[src/rtl/id_ex_stage.sv]
// id_ex_stage
//   ID/EX pipeline register for the 5-stage MIPS datapath with built-in
//   hazard control.
//   - A load followed by a dependent instruction gets one bubble.
//   - A multi-cycle MUL holds EX in place.
//   - A taken branch or jump (Flush) clears the stage.
//
// Ports
//   Clk, Rst_n         clock (rising edge), asynchronous active-low reset
//   ID_Ctrl[13:0]      {RegWrite, ALUOp[3:0], ALUSrc, RegDst[2:0], MemWrite,
//                       MemRead, MemToReg[1:0], JumpReg}, RegWrite at bit 13
//   ID_IsMul           the instruction in ID is a MUL
//   ID_ReadData1/2     rs/rt read data
//   ID_Imm             sign-extended immediate
//   ID_PCPlus4         PC+4 of the instruction in ID
//   ID_Rs/Rt/Rd        register specifiers
//   Flush              squash the instruction in ID (bubble into EX)
//   EX_*               registered copies of the ID_* inputs for the EX stage
//   Stall              hold PC and IF/ID this cycle
//   MulBusy            MUL still occupying EX for more cycles
module id_ex_stage #(
  parameter int DATA_W      = 32,
  parameter int MUL_LATENCY = 3
) (
  input  logic              Clk,
  input  logic              Rst_n,
  input  logic [13:0]       ID_Ctrl,
  input  logic              ID_IsMul,
  input  logic [DATA_W-1:0] ID_ReadData1,
  input  logic [DATA_W-1:0] ID_ReadData2,
  input  logic [DATA_W-1:0] ID_Imm,
  input  logic [DATA_W-1:0] ID_PCPlus4,
  input  logic [4:0]        ID_Rs,
  input  logic [4:0]        ID_Rt,
  input  logic [4:0]        ID_Rd,
  input  logic              Flush,
  output logic [13:0]       EX_Ctrl,
  output logic [DATA_W-1:0] EX_ReadData1,
  output logic [DATA_W-1:0] EX_ReadData2,
  output logic [DATA_W-1:0] EX_Imm,
  output logic [DATA_W-1:0] EX_PCPlus4,
  output logic [4:0]        EX_Rs,
  output logic [4:0]        EX_Rt,
  output logic [4:0]        EX_Rd,
  output logic              Stall,
  output logic              MulBusy
);

  // Extra EX cycles a MUL holds after being captured.
  localparam logic [3:0] MUL_LOAD    = 4'(MUL_LATENCY - 1);
  localparam int         MEMREAD_BIT = 3;

  logic [13:0]       ctrl_reg, ctrl_next;
  logic              is_mul_reg, is_mul_next;
  logic [DATA_W-1:0] rd1_reg, rd1_next;
  logic [DATA_W-1:0] rd2_reg, rd2_next;
  logic [DATA_W-1:0] imm_reg, imm_next;
  logic [DATA_W-1:0] pc4_reg, pc4_next;
  logic [4:0]        rs_reg, rs_next;
  logic [4:0]        rt_reg, rt_next;
  logic [4:0]        rd_reg, rd_next;
  logic [3:0]        mul_cnt_reg, mul_cnt_next;

  logic mul_busy;
  logic load_use;

  // The counter is only ever loaded alongside a captured MUL, so gating with
  // is_mul_reg changes nothing functionally; it just keeps the two coherent.
  assign mul_busy = is_mul_reg & (mul_cnt_reg != 4'd0);

  // Loads into $0 are discarded, so they never create a dependency.
  assign load_use = ctrl_reg[MEMREAD_BIT] & (rt_reg != 5'd0) &
                    ((rt_reg == ID_Rs) | (rt_reg == ID_Rt));

  // Built only from registered state and ID inputs: no Stall->Stall loop.
  assign Stall   = mul_busy | load_use;
  assign MulBusy = mul_busy;

  always_comb begin
    // Default: hold everything.
    ctrl_next    = ctrl_reg;
    is_mul_next  = is_mul_reg;
    rd1_next     = rd1_reg;
    rd2_next     = rd2_reg;
    imm_next     = imm_reg;
    pc4_next     = pc4_reg;
    rs_next      = rs_reg;
    rt_next      = rt_reg;
    rd_next      = rd_reg;
    mul_cnt_next = mul_cnt_reg;

    if (Flush) begin
      // A flush also aborts a MUL still in progress.
      ctrl_next    = '0;
      is_mul_next  = 1'b0;
      rd1_next     = '0;
      rd2_next     = '0;
      imm_next     = '0;
      pc4_next     = '0;
      rs_next      = '0;
      rt_next      = '0;
      rd_next      = '0;
      mul_cnt_next = '0;
    end else if (mul_busy) begin
      // Hold has priority over a load-use bubble: the MUL must not be lost.
      mul_cnt_next = mul_cnt_reg - 4'd1;
    end else begin
      // Data is captured even on a load-use bubble; with the control bits
      // zeroed it has no architectural effect.
      rd1_next = ID_ReadData1;
      rd2_next = ID_ReadData2;
      imm_next = ID_Imm;
      pc4_next = ID_PCPlus4;
      rs_next  = ID_Rs;
      rt_next  = ID_Rt;
      rd_next  = ID_Rd;
      if (load_use) begin
        ctrl_next    = '0;
        is_mul_next  = 1'b0;
        mul_cnt_next = '0;
      end else begin
        ctrl_next    = ID_Ctrl;
        is_mul_next  = ID_IsMul;
        mul_cnt_next = ID_IsMul ? MUL_LOAD : 4'd0;
      end
    end
  end

  always_ff @(posedge Clk or negedge Rst_n) begin
    if (!Rst_n) begin
      ctrl_reg    <= '0;
      is_mul_reg  <= 1'b0;
      rd1_reg     <= '0;
      rd2_reg     <= '0;
      imm_reg     <= '0;
      pc4_reg     <= '0;
      rs_reg      <= '0;
      rt_reg      <= '0;
      rd_reg      <= '0;
      mul_cnt_reg <= '0;
    end else begin
      ctrl_reg    <= ctrl_next;
      is_mul_reg  <= is_mul_next;
      rd1_reg     <= rd1_next;
      rd2_reg     <= rd2_next;
      imm_reg     <= imm_next;
      pc4_reg     <= pc4_next;
      rs_reg      <= rs_next;
      rt_reg      <= rt_next;
      rd_reg      <= rd_next;
      mul_cnt_reg <= mul_cnt_next;
    end
  end

  assign EX_Ctrl      = ctrl_reg;
  assign EX_ReadData1 = rd1_reg;
  assign EX_ReadData2 = rd2_reg;
  assign EX_Imm       = imm_reg;
  assign EX_PCPlus4   = pc4_reg;
  assign EX_Rs        = rs_reg;
  assign EX_Rt        = rt_reg;
  assign EX_Rd        = rd_reg;

endmodule

[config.mk]
export PLATFORM = sky130hd
export DESIGN_NAME = id_ex_stage
export DESIGN_NICKNAME = d
export VERILOG_FILES = /design/src/rtl/id_ex_stage.sv
export SDC_FILE = /design/constraint.sdc
export NUM_CORES = 1
export LEC_CHECK = 0
export ABC_AREA = 0
export ABC_CLOCK_PERIOD_IN_PS = 2400
export BUFFER_PORTS_ARGS = -buffer_cell sky130_fd_sc_hd__buf_2
export CORE_UTILIZATION = 30
export DETAILED_ROUTE_END_ITERATION = 8
export PLACE_DENSITY = 0.53
export SETUP_SLACK_MARGIN = 0.2
export SLEW_MARGIN = 20
export SYNTH_ARGS = -nofsm -noshare
export SYNTH_HDL_FRONTEND = slang
export SYNTH_SLANG_ARGS = --single-unit
[constraint.sdc]
create_clock -name Clk -period 2.4 [get_ports Clk]
set_input_delay 0.48 -clock Clk [delete_from_list [all_inputs] [get_ports Clk]]
set_output_delay 0.48 -clock Clk [all_outputs]
set_load 0.01 [all_outputs]
==> results of run 1 <==
==> layer usage <==
metal,GRT usage (%),up-vias
met4,6.476,4
met1,23.06,2979
met2,27.58,199
li1,-,3058
met5,0,-
met3,5.073,27
==> cells in the mapped netlist (all sizes together) <==
cell	count	area share, %
a31o	1	0.13
or3	1	0.090
o211ai	15	1.6
nand2	290	16
nor2	2	0.11
xnor2	12	1.5
or3b	1	0.13
a211oi	1	0.11
nand4b	15	1.9
buf	33	3.7
a21bo	1	0.14
nor4	1	0.090
nand3b	29	3.1
dfrtp	162	59
ha	2	0.36
a21oi	143	10
nor3	4	0.29
nand3	2	0.14
o22ai	1	0.18
inv	4	0.22
clkbuf	26	1.4
==> worst reg2reg max path, stage by stage, from the launching register on <==
cell and delay (ns):
dfrtp_1 0.39, inv_2 0.08, ha_4 0.12, or3b_4 0.40
nand2_8 0.09, buf_4 0.10, buf_4 0.16, clkbuf_16 0.29
nand3b_1 0.14, o211ai_1 0.17
==> report_power, final <==
| group | switching [mW] | total [mW] | leakage, nW | internal [mW] |
|---|---|---|---|---|
| clock network | 1.25 | 2.75 | 0.288 | 1.50 |
| registers | 0.131 | 3.09 | 2.10 | 2.96 |
| logic | 0.769 | 1.30 | 2.52 | 0.534 |
==> cells by family after synthesis <==
| logic type | after synthesis | share of synthesized area (%) |
|---|---|---|
| buf+inv | 63 | 5.369 |
| flops | 162 | 58.57 |
| simple gates | 345 | 21.66 |
| xor+xnor | 12 | 1.518 |
| compound gates | 162 | 12.53 |
| fa+ha+maj | 2 | 0.3615 |
==> per-stage QoR <==
step                      area [µm²]  total power, mW  util (%)  hold WS (ns)
after floorplan                 6922            3.822         -        0.1844
after global routing            9463            7.509     41.80        0.2698
final                           9465            7.142     41.81        0.2828
after CTS                       9409            7.240     41.56        0.2624
after global placement          8712            4.387     38.48        0.4445
after detailed placement        8712            4.400     38.48        0.4407
==> cells in the final DEF (no fill, tap or decap), drive strengths merged <==
cell type / Yosys / routed
clkinv: 0 / 5
nor4: 1 / 1
diode: 0 / 2
a211oi: 1 / 1
nand3b: 29 / 29
a21bo: 1 / 1
nor2: 2 / 2
bufinv: 0 / 1
a31o: 1 / 1
or3: 1 / 1
dfrtp: 162 / 162
xnor2: 12 / 12
nand2: 290 / 290
nand4b: 15 / 15
nor3: 4 / 4
o22ai: 1 / 1
ha: 2 / 2
a21oi: 143 / 143
nand3: 2 / 2
o211ai: 15 / 15
clkinvlp: 0 / 1
clkbuf: 26 / 19
or3b: 1 / 1
dlygate4sd3: 0 / 1
inv: 4 / 11
buf: 33 / 338
==> final timing paths <==
| kind | startpoint | to | slack [ns] | cells after the start |
|---|---|---|---|---|
| max in group asynchronous | Rst_n | EX_ReadData2[7]$_DFFE_PN0P_ | 1.12 | 3 |
| worst max register to register | mul_cnt_reg[0]$_DFF_PN0_ | EX_Ctrl[9]$_DFFE_PN0P_ | 0.37 | 9 |
| worst max-delay path | mul_cnt_reg[0]$_DFF_PN0_ | Stall | 0.08 | 7 |
| worst min register to register | EX_ReadData2[2]$_DFFE_PN0P_ | EX_ReadData2[2]$_DFFE_PN0P_ | 0.51 | 2 |
| worst min-delay path | ID_PCPlus4[17] | EX_PCPlus4[17]$_DFFE_PN0P_ | 0.28 | 3 |
| min in group asynchronous | Rst_n | EX_Ctrl[6]$_DFFE_PN0P_ | 0.55 | 2 |
==> repair_timing <==
item                                   in CTS  in global routing
gates cloned                                0                  1
setup endpoints to repair                   2                 80
resized for setup                          13                  3
pin swaps                                   1                  0
hold buffers                                1                  0
setup buffers                               6                  1
endpoints found under the hold margin      41                  0
==> layout make-up <==
cell class	count	area, µm²	area share (%)
Tap cell	285	356.6	3.767
Clock inverter	14	146.4	1.547
Timing Repair Buffer	340	1886	19.92
Sequential cell	162	4054	42.83
Antenna cell	2	5.005	0.05288
Inverter	4	22.52	0.2379
Multi-Input combinational cell	521	2556	27.01
Clock buffer	18	439.2	4.640
==> key figures, run 1 <==
Yosys
  – Mapped Cells: 746
  – Synth Area per Inst: 9.278 µm²
  – Seq/Total Area, Yosys: 58.57%
  – Unique masters post-synth: 25
  – Post-Synthesis Cell Area: 6922 µm²
  – Yosys Warn Count: 0
  – Mapped Nets: 909
  – Seq cells post-synth: 162

Timing
  – Min Tclk post-route: 2.318 ns
  – Worst rel slew slack: 70.61%
  – RSZ-0062 raised after global routing: true
  – Final Setup Violations: 0
  – Worst Tran Pin Value: 0.4408 ns
  – Pins Over Slew Limit: 0
  – Post-route setup TNS: 0 ns
  – Fmax: 431.4 MHz
  – Period Utilization, post-route: 96.58%
  – Worst setup margin: 0.08219 ns
  – Final Hold Fails: 0
  – Post-Route Skew: 0.008886 ns

Pwr
  – Leak pwr: 4.906 nW
  – Peak supply drop: 386.9 µV
  – Pwr dens: 754.5 nW/µm²

Final layout
  – Synth-to-Final Area Change: 36.75%
  – Fillers: 2323
  – Nets: 1209
  – Layout cells sized above 1: 35.88%
  – Finished Layout Cells: 1346

Global route
  – Largest net degree at the start of global routing: 115
  – Gr usage total: 17.60%
  – First-pass GRT wire length: 32.80 mm
  – Total grt overflow: 0
  – Vias in the first global route: 6093
  – Initial antenna violation count: 4

Clock network
  – H-tree depth: 4
  – CTS root buffer: clkbuf_16
  – CTS tree: built
  – Max Buffers Root-to-Sink: 2
  – CTS Buf Count: 17
  – Clk sink count: 162
  – Clock Latency Late Sink: 0.43 ns
  – Clock Pin Slew Worst Setup and Hold Paths: 0.07 ns

Die
  – FP Rows: 55
  – Core Area: 22640 µm²
  – Die X: 153.9 µm
  – Area of the die: 23680 µm²
  – Initial Utilization: 30.57%
  – Die height: 153.9 µm
  – I/O pin total: 320

Place
  – Post-Place Cells: 1303
  – Final HPWL DP: 13.54 mm
  – Number of port buffers: 319
  – Placer Congestion: 0.7368
  – Placement Setup Slack: 0.3393 ns

Routing
  – Routed WL: 21.17 mm
  – Vias per cell: 4.656
  – Antenna violation net count after detailed routing: 0
  – Drt first pass iters: 6
  – Top Layer Used: met5
  – Iter 0 DRT Violations: 305
  – Met2 WL post-DR: 9.906 mm
  – Wire per inst: 15.73 µm
  – WL met3: 1.328 mm
  – DR vias: 6267
  – Remaining DRCs: 0
  – WL met1: 9.519 mm

Run
  – Max Cap Viol: 0

Setup path
  – Endpoint class of the critical path: output port
  – Crit-path max FO: 2
  – Kind of critical path: reg2out
  – Crit path largest cell delay: 0.40 ns
  – Startpoint types: flop
  – CP Data Arrival Time: 1.84 ns
  – Worst path required time: 1.92 ns
  – CP cell instances: inv_2 > ha_4 > or3b_4 > nand2_8 > inv_8 > a31o_4 > buf_6
  – Delay-heaviest family, CP: simple AND/OR/NAND/NOR gates
  – Crit path buffers/inverters: 3
  – Critical path's slowest cell: or3b_4

Status
  – Outcome: complete, no violations

Hold path
  – Worst Hold Class: in2reg
No activity file was read; power rests on OpenSTA's default activity.
==> run 2: changes to the inputs <==
ABC_CLOCK_PERIOD_IN_PS = 2600   (was 2400)
MAX_ROUTING_LAYER = met4   (was not set)
clock period = 2.6 ns   (was 2.4 ns; I/O delays follow)
==> key figures, run 2 (synthesized netlist as in run 1, its figures left out) <==
Setup path
  – CP cell instances: inv_2 > ha_1 > or3b_4 > nand2_8 > inv_8 > a31o_4 > buf_6 (was inv_2 > ha_4 > or3b_4 > nand2_8 > inv_8 > a31o_4 > buf_6)
  – Critical path's slowest cell: or3b_4 (unchanged)
  – Startpoint types: flop (unchanged)
  – Crit-path max FO: 6 (was 2)
  – Kind of critical path: reg2out (unchanged)
  – CP Data Arrival Time: 1.85 ns (was 1.84 ns)
  – R2R depth: 8 (was 9)
  – Endpoint class of the critical path: output port (unchanged)
  – Worst path required time: 2.08 ns (was 1.92 ns)
  – Crit path largest cell delay: 0.40 ns (about the same)

Global route
  – Total grt overflow: 0 (unchanged)
  – Gr usage total: 18.21% (was 17.60%)
  – First-pass GRT wire length: 32.94 mm (was 32.80 mm)
  – Vias in the first global route: 6045 (was 6093)
  – Initial antenna violation count: 1 (was 4)
  – Largest net degree at the start of global routing: 178 (was 115)

Timing
  – Worst setup margin: 0.2326 ns (was 0.08219 ns)
  – Post-route setup TNS: 0 ns (unchanged)
  – Worst Tran Pin Value: 0.7800 ns (was 0.4408 ns)
  – Post-Route Skew: 0.01165 ns (was 0.008886 ns)
  – Min Tclk post-route: 2.367 ns
  – Pins Over Slew Limit: 0 (unchanged)
  – Fmax: 422.4 MHz
  – Final Setup Violations: 0 (unchanged)
  – Period Utilization, post-route: 91.06%
  – RSZ-0062 raised after global routing: true (unchanged)
  – Final Hold Fails: 0 (unchanged)
  – Worst rel slew slack: 48.00% (was 70.61%)

Die
  – Die height: 153.9 µm (unchanged)
  – Area of the die: 23680 µm² (unchanged)
  – Initial Utilization: 30.57% (unchanged)
  – I/O pin total: 320 (unchanged)
  – Die X: 153.9 µm (unchanged)
  – Core Area: 22640 µm² (unchanged)
  – FP Rows: 55 (unchanged)

Clock network
  – CTS tree: built (unchanged)
  – Max Buffers Root-to-Sink: 2 (unchanged)
  – Clock Latency Late Sink: 0.42 ns (was 0.43 ns)
  – H-tree depth: 4 (unchanged)
  – CTS Hold Bufs: 0 (was 1)
  – Clock Pin Slew Worst Setup and Hold Paths: 0.07 ns (about the same)
  – CTS root buffer: clkbuf_16 (unchanged)
  – CTS Buf Count: 17 (unchanged)
  – Clk sink count: 162 (unchanged)

Place
  – Final HPWL DP: 13.20 mm (was 13.54 mm)
  – Placement Setup Slack: 0.3969 ns (was 0.3393 ns)
  – Placer Congestion: 0.7516 (was 0.7368)
  – Number of port buffers: 319 (unchanged)

Status
  – Outcome: complete, no violations (unchanged)

Hold path
  – Worst Hold Class: in2async (was in2reg)

Pwr
  – Combinational share of power: 18.2% (about the same)
  – Leak pwr: 4.855 nW (was 4.906 nW)
  – Sequential power share: 44.3% (was 43.3%)
  – Sw Ratio: 30.56% (was 30.13%)
  – Peak supply drop: 346.5 µV (was 386.9 µV)
  – Switching pwr: 1.965 mW (was 2.152 mW)
  – Clock share of power: 37.5% (was 38.5%)
  – Pwr dens: 687.7 nW/µm² (was 754.5 nW/µm²)
  – Internal: 4.464 mW (was 4.990 mW)

Routing
  – Remaining DRCs: 0 (unchanged)
  – Wire per inst: 15.56 µm (was 15.73 µm)
  – Vias per cell: 4.657 (was 4.656)
  – Drt first pass iters: 4 (was 6)
  – Iter 0 DRT Violations: 381 (was 305)
  – Routed WL: 20.86 mm (was 21.17 mm)
  – DR vias: 6241 (was 6267)
  – Antenna violation net count after detailed routing: 0 (unchanged)

Final layout
  – Commonest non-fill, non-tap cells in the layout: buf_2, nand2_1, dfrtp_1 (unchanged)
  – Nets: 1204 (was 1209)
  – Synth-to-Final Area Change: 35.05% (was 36.75%)
  – Fillers: 2354 (was 2323)
  – Commonest non-fill, non-tap cell in the layout: buf_2 (unchanged)
  – Layout cells sized above 1: 35.39% (was 35.88%)
  – Reg area: 4054 µm² (unchanged)
  – Multi-input gate area: 2536 µm² (was 2556 µm²)

Run
  – Max Cap Viol: 0 (unchanged)
-- run 2: cell count changes in the layout (fill, tap and decap cells not counted), sizes merged --
cell,delta
buf,-3
bufinv,-1
diode,-1
dlygate4sd3,-1
-- run 2: final cells by class --
class                   count  share of cell area [%]
diodes                      1                 0.02677
multi-input cells         521                   27.13
clock buffers              19                   4.631
clock inverters            13                   1.285
inverters                   4                  0.2409
repair buffers            335                   19.50
flip-flops and latches    162                   43.37
well taps                 285                   3.815
-- run 2: worst max-delay path, delay by kind of cell (launching register included) --
| kind | cells | cell delay (ns) |
|---|---|---|
| buffers and inverters | 3 | 0.22 |
| flip-flops | 1 | 0.39 |
| AND/OR/NAND/NOR | 2 | 0.50 |
| AO/OA/AOI/OAI | 1 | 0.20 |
| adder cells (fa/ha/maj) | 1 | 0.12 |
-- run 2: final timing paths --
kind | slack [ns] | start | endpoint
worst max-delay path | 0.23 | mul_cnt_reg[0]$_DFF_PN0_ | Stall
worst min-delay path | 0.09 | Rst_n | EX_ReadData1[17]$_DFFE_PN0P_
worst max register to register | 0.38 | mul_cnt_reg[0]$_DFF_PN0_ | EX_PCPlus4[24]$_DFFE_PN0P_
worst min register to register | 0.51 | EX_Imm[26]$_DFFE_PN0P_ | EX_Imm[26]$_DFFE_PN0P_
max in group asynchronous | 1.88 | Rst_n | EX_Imm[26]$_DFFE_PN0P_
min in group Clk | 0.32 | ID_ReadData2[22] | EX_ReadData2[22]$_DFFE_PN0P_
-- run 2: power by group through the flow --
stage               Sequential (mW)  Clock (mW)  Combinational (mW)
floorplan                      2.99           0               0.535
global placement               2.89           0                1.16
detailed placement             2.89           0                1.17
CTS                            2.85        2.51                1.19
global route                   2.88        2.60                1.30
finish                         2.85        2.41                1.17
-- run 2: metrics by stage --
stage               utilization [%]  power (mW)  cell area [µm²]  std cells  hold slack [ns]
floorplan                         -       3.528             6922        746           0.2244
global placement              38.50       4.045             8717       1302           0.4595
detailed placement            38.50       4.059             8717       1302           0.4653
CTS                           41.19       6.543             9326       1338          0.09120
global route                  41.29       6.782             9348       1340           0.1088
finish                        41.29       6.429             9348       1340          0.08905
-- run 2: per-layer routing --
metal  share of wire, %  GRT usage (%)  vias to the layer above
met3                5.8          5.271                       19
met1                 45          23.11                     2971
li1                   -              -                     3045
met2                 48          28.53                      206
met4                1.1          4.476                        0
met5                  0              -                        -
-- run 2: what timing repair did --
action / 4_1_cts / 5_1_grt
endpoints found under the hold margin: 0 / 0
gates resized for setup: 8 / 2
setup buffers: 4 / 1
setup endpoints to repair: 1 / 1
pin swaps: 1 / 1
==> run 3: changes to the inputs <==
CORE_MARGIN = 2   (was not set)
==> key figures, run 3 (synthesized netlist as in run 1, its figures left out) <==
Die
  – Die X: 155.9 µm (was 153.9 µm)
  – Area of the die: 24300 µm² (was 23680 µm²)
  – I/O pin total: 320 (unchanged)
  – Core Area: 22640 µm² (unchanged)
  – FP Rows: 55 (unchanged)
  – Initial Utilization: 30.57% (unchanged)
  – Die height: 155.9 µm (was 153.9 µm)

Setup path
  – Endpoint class of the critical path: output port (unchanged)
  – Kind of critical path: reg2out (unchanged)
  – CP cell instances: inv_2 > ha_4 > or3b_4 > nand2_8 > inv_4 > a31o_4 > buf_6 (was inv_2 > ha_1 > or3b_4 > nand2_8 > inv_8 > a31o_4 > buf_6)
  – Worst path required time: 2.08 ns (about the same)
  – CP Data Arrival Time: 1.86 ns (was 1.85 ns)
  – Crit path largest cell delay: 0.40 ns (about the same)
  – Critical path's slowest cell: or3b_4 (unchanged)
  – Crit-path max FO: 4 (was 6)
  – Startpoint types: flop (unchanged)

Routing
  – DR vias: 6194 (was 6241)
  – Drt first pass iters: 4 (unchanged)
  – WL met3: 1.293 mm (was 1.200 mm)
  – Top Layer Used: met4 (unchanged)
  – Vias per cell: 4.609 (was 4.657)
  – Iter 0 DRT Violations: 367 (was 381)
  – Wire per inst: 15.71 µm (was 15.56 µm)
  – Met2 WL post-DR: 10.01 mm (was 9.953 mm)
  – Routed WL: 21.12 mm (was 20.86 mm)
  – WL met1: 9.567 mm (was 9.464 mm)
  – Remaining DRCs: 0 (unchanged)
  – Antenna violation net count after detailed routing: 0 (unchanged)

Timing
  – Worst rel slew slack: 32.55% (was 48.00%)
  – Final Hold Fails: 0 (unchanged)
  – Post-route setup TNS: 0 ns (unchanged)
  – Final Setup Violations: 0 (unchanged)
  – Worst Tran Pin Value: 1.012 ns (was 0.7800 ns)
  – RSZ-0062 raised after global routing: true (unchanged)
  – Period Utilization, post-route: 91.44% (was 91.06%)
  – Fmax: 420.6 MHz (was 422.4 MHz)
  – Min Tclk post-route: 2.377 ns (was 2.367 ns)
  – Post-Route Skew: 0.01435 ns (was 0.01165 ns)
  – Pins Over Slew Limit: 0 (unchanged)

Global route
  – Initial antenna violation count: 3 (was 1)
  – Largest net degree at the start of global routing: 178 (unchanged)
  – First-pass GRT wire length: 32.63 mm (was 32.94 mm)
  – Vias in the first global route: 5967 (was 6045)
  – Gr usage total: 17.45% (was 18.21%)
  – Total grt overflow: 0 (unchanged)

Pwr
  – Peak supply drop: 464.3 µV (was 346.5 µV)
  – Switching pwr: 1.965 mW (about the same)
  – Sw Ratio: 30.00% (was 30.56%)
  – Sequential power share: 43.5% (was 44.3%)
  – Pwr dens: 698.3 nW/µm² (was 687.7 nW/µm²)
  – Leak pwr: 4.876 nW (was 4.855 nW)
  – Combinational share of power: 17.8% (was 18.2%)
  – Clock share of power: 38.7% (was 37.5%)
  – Internal: 4.585 mW (was 4.464 mW)

Final layout
  – Commonest non-fill, non-tap cells in the layout: buf_2, nand2_1, dfrtp_1 (unchanged)
  – Core Util, Final: 41.43% (was 41.29%)
  – Layout cells sized above 1: 35.70% (was 35.39%)
  – Synth-to-Final Area Change: 35.52% (was 35.05%)
  – Commonest non-fill, non-tap cell in the layout: buf_2 (unchanged)
  – Nets: 1206 (was 1204)

Clock network
  – Max Buffers Root-to-Sink: 2 (unchanged)
  – Clock Latency Late Sink: 0.42 ns (about the same)
  – CTS Hold Bufs: 0 (unchanged)
  – CTS tree: built (unchanged)
  – CTS root buffer: clkbuf_16 (unchanged)
  – H-tree depth: 4 (unchanged)
  – CTS Buf Count: 17 (unchanged)
  – Clock Pin Slew Worst Setup and Hold Paths: 0.07 ns (about the same)
  – Clk sink count: 162 (unchanged)

Place
  – Final HPWL DP: 13.49 mm (was 13.20 mm)
  – Placer Congestion: 0.7755 (was 0.7516)
  – Number of port buffers: 319 (unchanged)

Run
  – Max Cap Viol: 0 (unchanged)

Status
  – Outcome: complete, no violations (unchanged)

Hold path
  – Worst Hold Class: in2async (unchanged)
-- run 3: cell count changes in the layout (fill, tap and decap cells not counted), sizes merged --
cell / before / now
buf: 335 / 337
diode: 1 / 3
bufinv: 0 / 1
clkinv: 5 / 4
clkinvlp: 1 / 0
inv: 11 / 12
-- run 3: power by group through the flow --
stage          combinational (mW)  clock, mW  sequential [mW]
5_1_grt                      1.30       2.73             2.88
3_5_place_dp                 1.16          0             2.89
4_1_cts                      1.18       2.61             2.85
2_1_floorplan               0.535          0             2.99
6_report                     1.17       2.53             2.85
3_3_place_gp                 1.15          0             2.89
-- run 3: layer usage --
layer	vias up	GRT usage, %
li1	3054	-
met1	2938	23.18
met2	187	26.38
met3	15	4.944
met4	0	4.500
met5	-	-
-- run 3: path summary, 6_finish.rpt --
check / start / to / slack [ns] / depth (start not counted)
setup / recovery: mul_cnt_reg[0]$_DFF_PN0_ / Stall / 0.22 / 7
hold / removal: Rst_n / EX_ReadData1[17]$_DFFE_PN0P_ / 0.07 / 1
setup reg to reg: mul_cnt_reg[0]$_DFF_PN0_ / EX_Imm[6]$_DFFE_PN0P_ / 0.35 / 8
hold reg to reg: EX_ReadData1[15]$_DFFE_PN0P_ / EX_ReadData1[15]$_DFFE_PN0P_ / 0.51 / 2
max in group asynchronous: Rst_n / EX_PCPlus4[22]$_DFFE_PN0P_ / 1.87 / 2
min in group Clk: ID_Imm[11] / EX_Imm[11]$_DFFE_PN0P_ / 0.33 / 3
-- run 3: layout make-up --
class                           count  area [µm²]
Inverter                            4       17.52
Multi-Input combinational cell    521        2549
Tap cell                          285       356.6
Fill cell                        2315       13260
Antenna cell                        3       7.507
Clock inverter                     13       140.1
Clock buffer                       19       442.9
Timing Repair Buffer              337        1813
Sequential cell                   162        4054
-- run 3: what timing repair did --
action | 4_1_cts | 5_1_grt
setup buffers | 4 | 3
gates resized for setup | 6 | 4
pin swaps | 1 | 1
hold endpoints to repair | 0 | 0
setup endpoints to repair | 1 | 2
-- run 3: critical path, delay by kind of cell, from the launching register on --
kind / cells / cell delay [ns]
buffers and inverters: 3 / 0.25
and+or+nand+nor: 2 / 0.49
DFF: 1 / 0.39
adders and majority gates: 1 / 0.12
AOI/OAI and AO/OA: 1 / 0.20
-- run 3: per-stage QoR --
| stage | power [mW] | cells | instance area [µm²] | hold slack [ns] | worst slack, ns |
|---|---|---|---|---|---|
| CTS | 6.634 | 1338 | 9320 | 0.07640 | 0.2128 |
| global placement | 4.037 | 1302 | 8692 | 0.4542 | 0.4341 |
| finish | 6.550 | 1344 | 9380 | 0.07336 | 0.2226 |
| global route | 6.914 | 1344 | 9380 | 0.08353 | 0.1479 |
| floorplan | 3.528 | 746 | 6922 | 0.2244 | 0.5338 |
| detailed placement | 4.052 | 1302 | 8692 | 0.4551 | 0.3850 |
